===== config.mk =====
export PLATFORM = sky130hd
export DESIGN_NAME = demo_audio_synth_flat
export DESIGN_NICKNAME = d
export VERILOG_FILES = /design/src/rtl/demo_audio_synth_if.sv /design/src/rtl/demo_audio_synth.sv /design/src/flat_wrapper.sv
export SDC_FILE = /design/constraint.sdc
export NUM_CORES = 1
export LEC_CHECK = 0
export BUFFER_PORTS_ARGS = -buffer_cell sky130_fd_sc_hd__buf_2
export CAP_MARGIN = 15
export CORE_MARGIN = 5
export CORE_UTILIZATION = 48
export DETAILED_ROUTE_END_ITERATION = 7
export PLACE_DENSITY = 0.67
export SLEW_MARGIN = 20
export SYNTH_ARGS = -nofsm -noshare
export SYNTH_HDL_FRONTEND = slang
export SYNTH_SLANG_ARGS = --single-unit

===== constraint.sdc =====
create_clock -name clk -period 2.9 [get_ports clk]
set_input_delay 0.29 -clock clk [delete_from_list [all_inputs] [get_ports clk]]
set_output_delay 0.29 -clock clk [all_outputs]
set_load 0.05 [all_outputs]

===== src/rtl/demo_audio_synth_if.sv =====
// demo_audio_synth_if: sync-timing inputs, song controls and audio outputs of the line-rate synth.
interface demo_audio_synth_if;
  logic [9:0]  hpos;
  logic [9:0]  vpos;
  logic        line_strobe;
  logic        frame_strobe;
  logic        play;
  logic [2:0]  voice_mask;
  logic        audio;
  logic        playing;
  logic [12:0] song_pos;
  modport master (
    output hpos, vpos, line_strobe, frame_strobe, play, voice_mask,
    input  audio, playing, song_pos
  );
  modport slave (
    input  hpos, vpos, line_strobe, frame_strobe, play, voice_mask,
    output audio, playing, song_pos
  );
endinterface


===== src/rtl/demo_audio_synth.sv =====
// demo_audio_synth: three-voice (kick, noise snare, ROM lead) 1-bit audio driven by VGA sync timing.
module demo_audio_synth #(
  parameter logic [15:0] LFSR_SEED  = 16'hACE1,
  parameter int          NOISE_DIV  = 3,
  parameter int          KICK_LINES = 255,
  parameter int          SNARE_X0   = 32,
  parameter int          LEAD_X0    = 64
) (
  input  logic             clk,
  input  logic             rst_n,
  demo_audio_synth_if.slave bus
);
  typedef enum logic {STOPPED, PLAYING} state_t;
  localparam logic [8:0] ROM [8] = '{9'd151, 9'd26, 9'd40, 9'd60, 9'd90, 9'd143, 9'd23, 9'd35};
  state_t      state_q;
  logic        playing_q, audio_q, noise_q, note_q;
  logic [12:0] song_pos_q;
  logic [15:0] lfsr_q, lfsr_d;
  logic [7:0]  ndiv_q;
  logic [8:0]  note_cnt_q, freq;
  logic [4:0]  env_a, env_b;
  logic [10:0] h, v;
  logic        beat, kick, snare, lead, ndiv_wrap, note_wrap;
  always_comb begin
    h         = {1'b0, bus.hpos};
    v         = {1'b0, bus.vpos};
    env_a     = 5'd31 - song_pos_q[4:0];
    env_b     = 5'd31 - {song_pos_q[3:0], 1'b0};
    beat      = song_pos_q[5:4] == 2'b10;
    freq      = ROM[song_pos_q[7:5]];
    kick      = (v < 11'(KICK_LINES)) && (h < {6'd0, env_a});
    snare     = noise_q && beat && (h >= 11'(SNARE_X0)) && (h < 11'(SNARE_X0) + {6'd0, env_b});
    lead      = note_q && (h >= 11'(LEAD_X0)) && (h < 11'(LEAD_X0) + {6'd0, env_b});
    ndiv_wrap = ndiv_q == 8'(NOISE_DIV - 1);
    note_wrap = note_cnt_q > freq;
    lfsr_d    = {1'b0, lfsr_q[15:1]} ^ (lfsr_q[0] ? 16'hB400 : 16'h0000);
  end
  always_ff @(posedge clk) begin
    if (!rst_n) begin
      state_q    <= STOPPED;
      playing_q  <= 1'b0;
      audio_q    <= 1'b0;
      song_pos_q <= '0;
      lfsr_q     <= LFSR_SEED;
      noise_q    <= 1'b0;
      ndiv_q     <= '0;
      note_cnt_q <= '0;
      note_q     <= 1'b0;
    end else begin
      audio_q <= (state_q == PLAYING) && |(bus.voice_mask & {lead, snare, kick});
      if (bus.line_strobe) begin
        ndiv_q <= ndiv_wrap ? '0 : ndiv_q + 8'd1;
        if (ndiv_wrap) begin
          lfsr_q  <= lfsr_d;
          noise_q <= noise_q ^ lfsr_q[0];
        end
        if (state_q == PLAYING) begin
          note_cnt_q <= note_wrap ? '0 : note_cnt_q + 9'd1;
          note_q     <= note_wrap ? ~note_q : note_q;
        end
      end
      // Song start/stop only takes effect on frame boundaries
      if (bus.frame_strobe) begin
        case (state_q)
          STOPPED: if (bus.play) begin
            state_q    <= PLAYING;
            playing_q  <= 1'b1;
            song_pos_q <= '0;
          end
          PLAYING: if (!bus.play) begin
            state_q   <= STOPPED;
            playing_q <= 1'b0;
          end else begin
            song_pos_q <= song_pos_q + 13'd1;
          end
          default: state_q <= STOPPED;
        endcase
      end
    end
  end
  assign bus.audio    = audio_q;
  assign bus.playing  = playing_q;
  assign bus.song_pos = song_pos_q;
endmodule

===== src/flat_wrapper.sv =====
// flat-port wrapper written by rule: the top's interface ports become plain ports
module demo_audio_synth_flat 
#(
  parameter logic [15:0] LFSR_SEED  = 16'hACE1,
  parameter int          NOISE_DIV  = 3,
  parameter int          KICK_LINES = 255,
  parameter int          SNARE_X0   = 32,
  parameter int          LEAD_X0    = 64
)
  (clk, rst_n, bus_hpos, bus_vpos, bus_line_strobe, bus_frame_strobe, bus_play, bus_voice_mask, bus_audio, bus_playing, bus_song_pos);
  demo_audio_synth_if bus_i ();
  input  logic clk;
  input  logic rst_n;
  input wire logic [$bits(bus_i.hpos)-1:0] bus_hpos;
  input wire logic [$bits(bus_i.vpos)-1:0] bus_vpos;
  input wire logic [$bits(bus_i.line_strobe)-1:0] bus_line_strobe;
  input wire logic [$bits(bus_i.frame_strobe)-1:0] bus_frame_strobe;
  input wire logic [$bits(bus_i.play)-1:0] bus_play;
  input wire logic [$bits(bus_i.voice_mask)-1:0] bus_voice_mask;
  output wire logic [$bits(bus_i.audio)-1:0] bus_audio;
  output wire logic [$bits(bus_i.playing)-1:0] bus_playing;
  output wire logic [$bits(bus_i.song_pos)-1:0] bus_song_pos;
  assign bus_i.hpos = bus_hpos;
  assign bus_i.vpos = bus_vpos;
  assign bus_i.line_strobe = bus_line_strobe;
  assign bus_i.frame_strobe = bus_frame_strobe;
  assign bus_i.play = bus_play;
  assign bus_i.voice_mask = bus_voice_mask;
  assign bus_audio = bus_i.audio;
  assign bus_playing = bus_i.playing;
  assign bus_song_pos = bus_i.song_pos;
  demo_audio_synth #(.LFSR_SEED(LFSR_SEED), .NOISE_DIV(NOISE_DIV), .KICK_LINES(KICK_LINES), .SNARE_X0(SNARE_X0), .LEAD_X0(LEAD_X0)) u_core (.clk(clk), .rst_n(rst_n), .bus(bus_i));
endmodule

Yosys cells after proc, flatten, opt, wreduce, memory -nomap -nowiden. Memories as Yosys holds them, arrays and structs flattened. Cells that the tools add are included.

Mux-type cells: 12. $lt $le $gt $ge: 8. Reductions and logical operators: 13. Bitwise gates (word level): 6. Equality and inequality tests: 5. Add/sub/neg operators: 7.

Operators by type and width (number): $mux 9 (3); $mux 13 (2); $pmux 13 s2 (1); $lt 10x11->1 (2); $mux 16 (1); $xor 15x16->16 (1); $add 13x1->13 const B (1); $ge 10x6->1 const B (1); $ge 10x7->1 const B (1); $lt 10x5->1 (1); $lt 10x8->1 const B (1); $sub 5x5->5 const A (2); $add 9x1->9 const B (1); $gt 9x9->1 (1); $reduce_and 3->1 (3); $add 7x5->8 const A (1); $add 8x1->8 const B (1); $eq 8x2->1 const B (1); $mux 8 (1); $add 6x5->7 const A (1); $logic_and 1x1->1 (7); $ne 2x2->1 const B (3); $ge 4x4->1 const B (1); $not 3->4 (1); 8 further kinds (12).

Memory bits (read-only): 72. Memories: 1. Flip-flop bits (word level): 51. Bits of input ports: 28. Logic and storage cells: 61.

Memories: (no name shown) (depth 8, bits a word 9, read ports 1, clocked after memory_dff 0, write ports 0, line demo_audio_synth.sv:30) `freq = ROM[song_pos_q[7:5]];`.

Logic depth before layout (Yosys ltp).
Word-level depth: 7. Depth in mapped cells: 10. Gate-level depth less buffers: 10.

Worst setup path before layout. No wires, ideal clock.

Path type: register to register. From: register u_core.song_pos_q[7] (netlist: u_core.bus.song_pos[7]). To: register u_core.note_cnt_q[0]. Setup slack: 0.218 ns. Cell stages (with the launch flop): 9. Setup time: 0.137 ns. Path buffers: 1. Data arrival time: 2.545 ns. Clock period less this slack: 2.682 ns. Data required time: 2.763 ns. Cells stage by stage: dfxtp_1 -> clkbuf_1 -> mux2_2 -> ha_1 -> nand4_1 -> nor2_1 -> nor4_4 -> o31ai_2 -> nor2_1.

Word-level cells in the longest chain between the ends: 6.

Ends and longest elaborated chain: start, declared (line demo_audio_synth.sv:17) `logic [12:0] song_pos_q;`; start signal, assigned (line demo_audio_synth.sv:74) `song_pos_q <= song_pos_q + 13'd1;`; $not 3->4 (implied by the code) (line demo_audio_synth.sv:30); $mem_v2 8x9; $mux 9 (implied by the code) (2 in series) (line demo_audio_synth.sv:30); $gt 9x9->1 (line demo_audio_synth.sv:35) `note_wrap = note_cnt_q > freq;`; $mux 9 (line demo_audio_synth.sv:58) `note_cnt_q <= note_wrap ? '0 : note_cnt_q + 9'd1;`; end signal, assigned (line demo_audio_synth.sv:58); end, declared (line demo_audio_synth.sv:20) `logic [8:0] note_cnt_q, freq;`.

No other way between the ends. The select of a mux whose other input is x is not followed. A chain may end at the register's enable or synchronous reset.

Worst setup path after layout.
From: register u_core.song_pos_q[5] (netlist: u_core.bus.song_pos[5]). To: register u_core.note_cnt_q[1].

The elaborated chain is that of the path after synthesis.

==> summary.md <==
| Metric | Value |
|---|---|
| Number of global-route vias before repair | `1992` |
| Critical path startpoint category | `register` |
| Mapped cell area | `0.00271 mm2` |
| Flops & latches, synth | `51` |
| First-pass GRT wire length | `9110 um` |
| Die area | `0.00725 mm2` |
| Port bufs | `42` |
| Post-Syn Nets | `352` |
| RD Place Congestion | `0.825` |
| Grt total ovfl | `0` |
| Synth warnings | `0` |
| Initial core utilization | `49.2%` |
| N_diodes | `0` |
| Reg area | `0.00102 mm2` |
| CP Capture Type | `register` |
| Post-synth top area share | `37.7%` |
| Arrival @ worst endpoint | `2.72 ns` |
| Most instantiated cells after synthesis | `51 x dfxtp_1, 49 x nor2_1, 32 x nand2_1, 27 x ha_1, 18 x xor2_1` |
| CP most frequent cell | `ha_1` |
| Detail Route Antenna Nets | `0` |
| Min Tclk post-route | `2.49 ns` |
| Largest net degree at the start of global routing | `20` |
| Vias/cell | `5.11` |
| Slowest CP cell | `dfxtp_1` |
| Hold Path Depth | `3` |
| Fin cells | `414` |
| Worst vdd ir | `0.000335 V` |
| CTS max path bufs | `2` |
| Crit path required time | `3.14 ns` |
| Post-synth EDFFs | `0` |
| Ys async rst share | `0%` |
| Rows | `27` |
| Clock Latency Late Sink | `0.30 ns` |
| Placed Cells | `406` |
| Slew HR | `70.5%` |
| Via count | `2117` |
| Status | `complete, no violations` |
| Crit path cell chain | `inv_1, ha_1, mux2i_1, ha_1, a211oi_1, nand2_1, nor4_4, o31ai_2, buf_4, a21oi_1` |
| Max Fclk | `402 MHz` |
| H-tree levels | `2` |
| All-Layer GR Usage | `15.1%` |
| Hold-fix buffers at CTS | `0` |
| Depth of the most critical reg-to-reg path | `10` |
| Largest stage delay on the critical path | `0.47 ns` |
| Post-cts sizing count | `0` |
| Antenna violations before repair | `0` |
| Root Buffer | `clkbuf_8` |
| Synth top area cells | `dfxtp_1 38%, ha_1 12%, nor2_1 6.8%` |
| RSZ-0062 raised after global routing | `no` |
| Syn avg cell area | `9.12 um2` |
| Setup Buffers After CTS | `0` |
| Worst slew pin tran | `0.432 ns` |
| Max Clock Skew | `0.00506 ns` |
| Netlist cell types | `44` |
| I/O Pins | `43` |
| CTS Buf Count | `5` |
| Die W | `85.1 um` |
| Synth Flop Type | `dfxtp_1` |
| CTS clk-pin slew, worst paths | `0.10 ns` |
| Final Hold Viols | `0` |
| Setup-failing EPs final | `0` |
| Core box area | `0.00551 mm2` |
| Synth area leader | `dfxtp_1` |
| Static leakage | `1.41 nW` |
| Nets@finish | `396` |
| Fillers | `502` |
| TritonRoute pass-1 iters | `4` |
| Per-cell routed wire length | `12.4 um` |
| WS Path Type | `register to register` |
| Total power | `0.00126 W` |
| CTS tree | `done` |
| Share of cells above drive strength 1 | `19.3%` |
| Synth Instances | `297` |
| Pins Over Slew Limit | `0` |
| Most numerous cell in the Yosys netlist | `dfxtp_1` |
| Power density cells | `407 mW/mm2` |
| DRT Wirelength | `5150 um` |
| Clk sinks | `51` |
| Period utilization | `85.7%` |
| Setup TNS | `0 ns` |
| Maxcap violations | `0` |
| Post-synthesis sequential area ratio | `37.7%` |
| Crit path max fanout | `9` |
| Drt initial violations | `80` |
| Layout area overhead | `13.8%` |
| # DRC | `0` |
| Die Span Y | `85.1 um` |
| Multi-input gate area | `0.00160 mm2` |
| Worst min-delay path class | `input pin to register` |
| Hpwl dp | `3900 um` |
==> critical path: cells and delay by family, from the launching register on <==
family / cells / cell delay, ns
flops: 1 / 0.47
compound gates: 3 / 0.50
mux: 1 / 0.14
simple gates: 2 / 0.49
buf+inv: 2 / 0.29
fa+ha+maj: 2 / 0.52
==> placed cells by master, fill, tap and decap left out, types with 2 or more instances in the layout <==
cell type | netlist | layout
a31oi_1 | 2 | 2
mux2i_1 | 15 | 15
buf_2 | 4 | 42
o21ai_0 | 5 | 5
nand4_1 | 7 | 7
ha_1 | 27 | 27
o211ai_1 | 2 | 2
mux2_2 | 2 | 2
nand3_1 | 11 | 11
nor3_1 | 4 | 4
nor2_1 | 49 | 49
dfxtp_1 | 51 | 51
xor2_1 | 18 | 18
or3_1 | 2 | 2
a21oi_1 | 10 | 10
nand2_1 | 32 | 32
nor4_4 | 2 | 2
inv_1 | 10 | 10
clkinv_4 | 0 | 2
a211oi_1 | 3 | 3
clkbuf_8 | 0 | 5
buf_4 | 2 | 4
xnor2_1 | 12 | 12
and4_1 | 2 | 2
nor4_1 | 2 | 2
==> cell type report <==
cell class	count	area share [%]
clock inverters	2	0.568
clock buffers	6	2.35
well taps	72	2.92
inverters	10	1.22
flip-flops and latches	51	33.1
multi-input cells	227	52.0
repair buffers	46	7.79
==> final timing paths <==
kind,endpoint,from,slack (ns)
worst max-delay path,u_core.note_cnt_q[1],u_core.bus.song_pos[5],0.41
worst min-delay path,u_core.state_q,bus_play,0.26
worst max register to register,u_core.note_cnt_q[1],u_core.bus.song_pos[5],0.41
worst min register to register,u_core.lfsr_q[6],u_core.lfsr_q[7],0.48
==> logic make-up (layout without fill, tap and decap cells) <==
kind of cell | count (synthesis) | in the layout | synth area share (%)
adders and majority gates | 27 | 27 | 12.5
DFF | 51 | 51 | 37.7
xor gates and xnor gates | 30 | 30 | 9.70
buffers and inverters | 19 | 64 | 3.09
AOI/OAI and AO/OA | 29 | 29 | 6.97
muxes | 17 | 17 | 6.37
and+or+nand+nor | 124 | 124 | 23.7
==> state kept, by name (all words and copies together), names as in the netlist <==
| signal | count |
|---|---|
| u_core.state_q | 1 |
| u_core.ndiv_q | 8 |
| u_core.bus.playing | 1 |
| u_core.bus.audio | 1 |
| u_core.lfsr_q | 16 |
| u_core.note_cnt_q | 9 |
| u_core.note_q | 1 |
| u_core.bus.song_pos | 13 |
| u_core.noise_q | 1 |
==> per-layer routing <==
layer / up-vias / global-route usage [%] / share of wire [%] / wire length, um
met4: 0 / 4.46 / 1.5 / 78
met5: - / 0 / 0 / 0
met1: 966 / 19.7 / 48 / 2450
met2: 33 / 24.9 / 46 / 2390
met3: 7 / 3.40 / 4.3 / 223
li1: 1111 / - / - / -
==> through the flow <==
step                      hold slack [ns]  worst slack (ns)  utilization (%)  cell area [um2]
after floorplan                     0.405             0.218                -             2710
after global placement              0.451             0.521             54.4             2990
after detailed placement            0.459             0.424             54.4             2990
after CTS                           0.256             0.394             56.0             3080
after global routing                0.284             0.182             56.0             3080
final                               0.255             0.414             56.0             3080
==> where the power goes <==
group | internal [W] | switching, W
combinational | 0.0000505 | 0.0000616
clock | 0.000174 | 0.000238
sequential | 0.000716 | 0.0000156
Note: power is estimated with default switching activity, not from simulation.
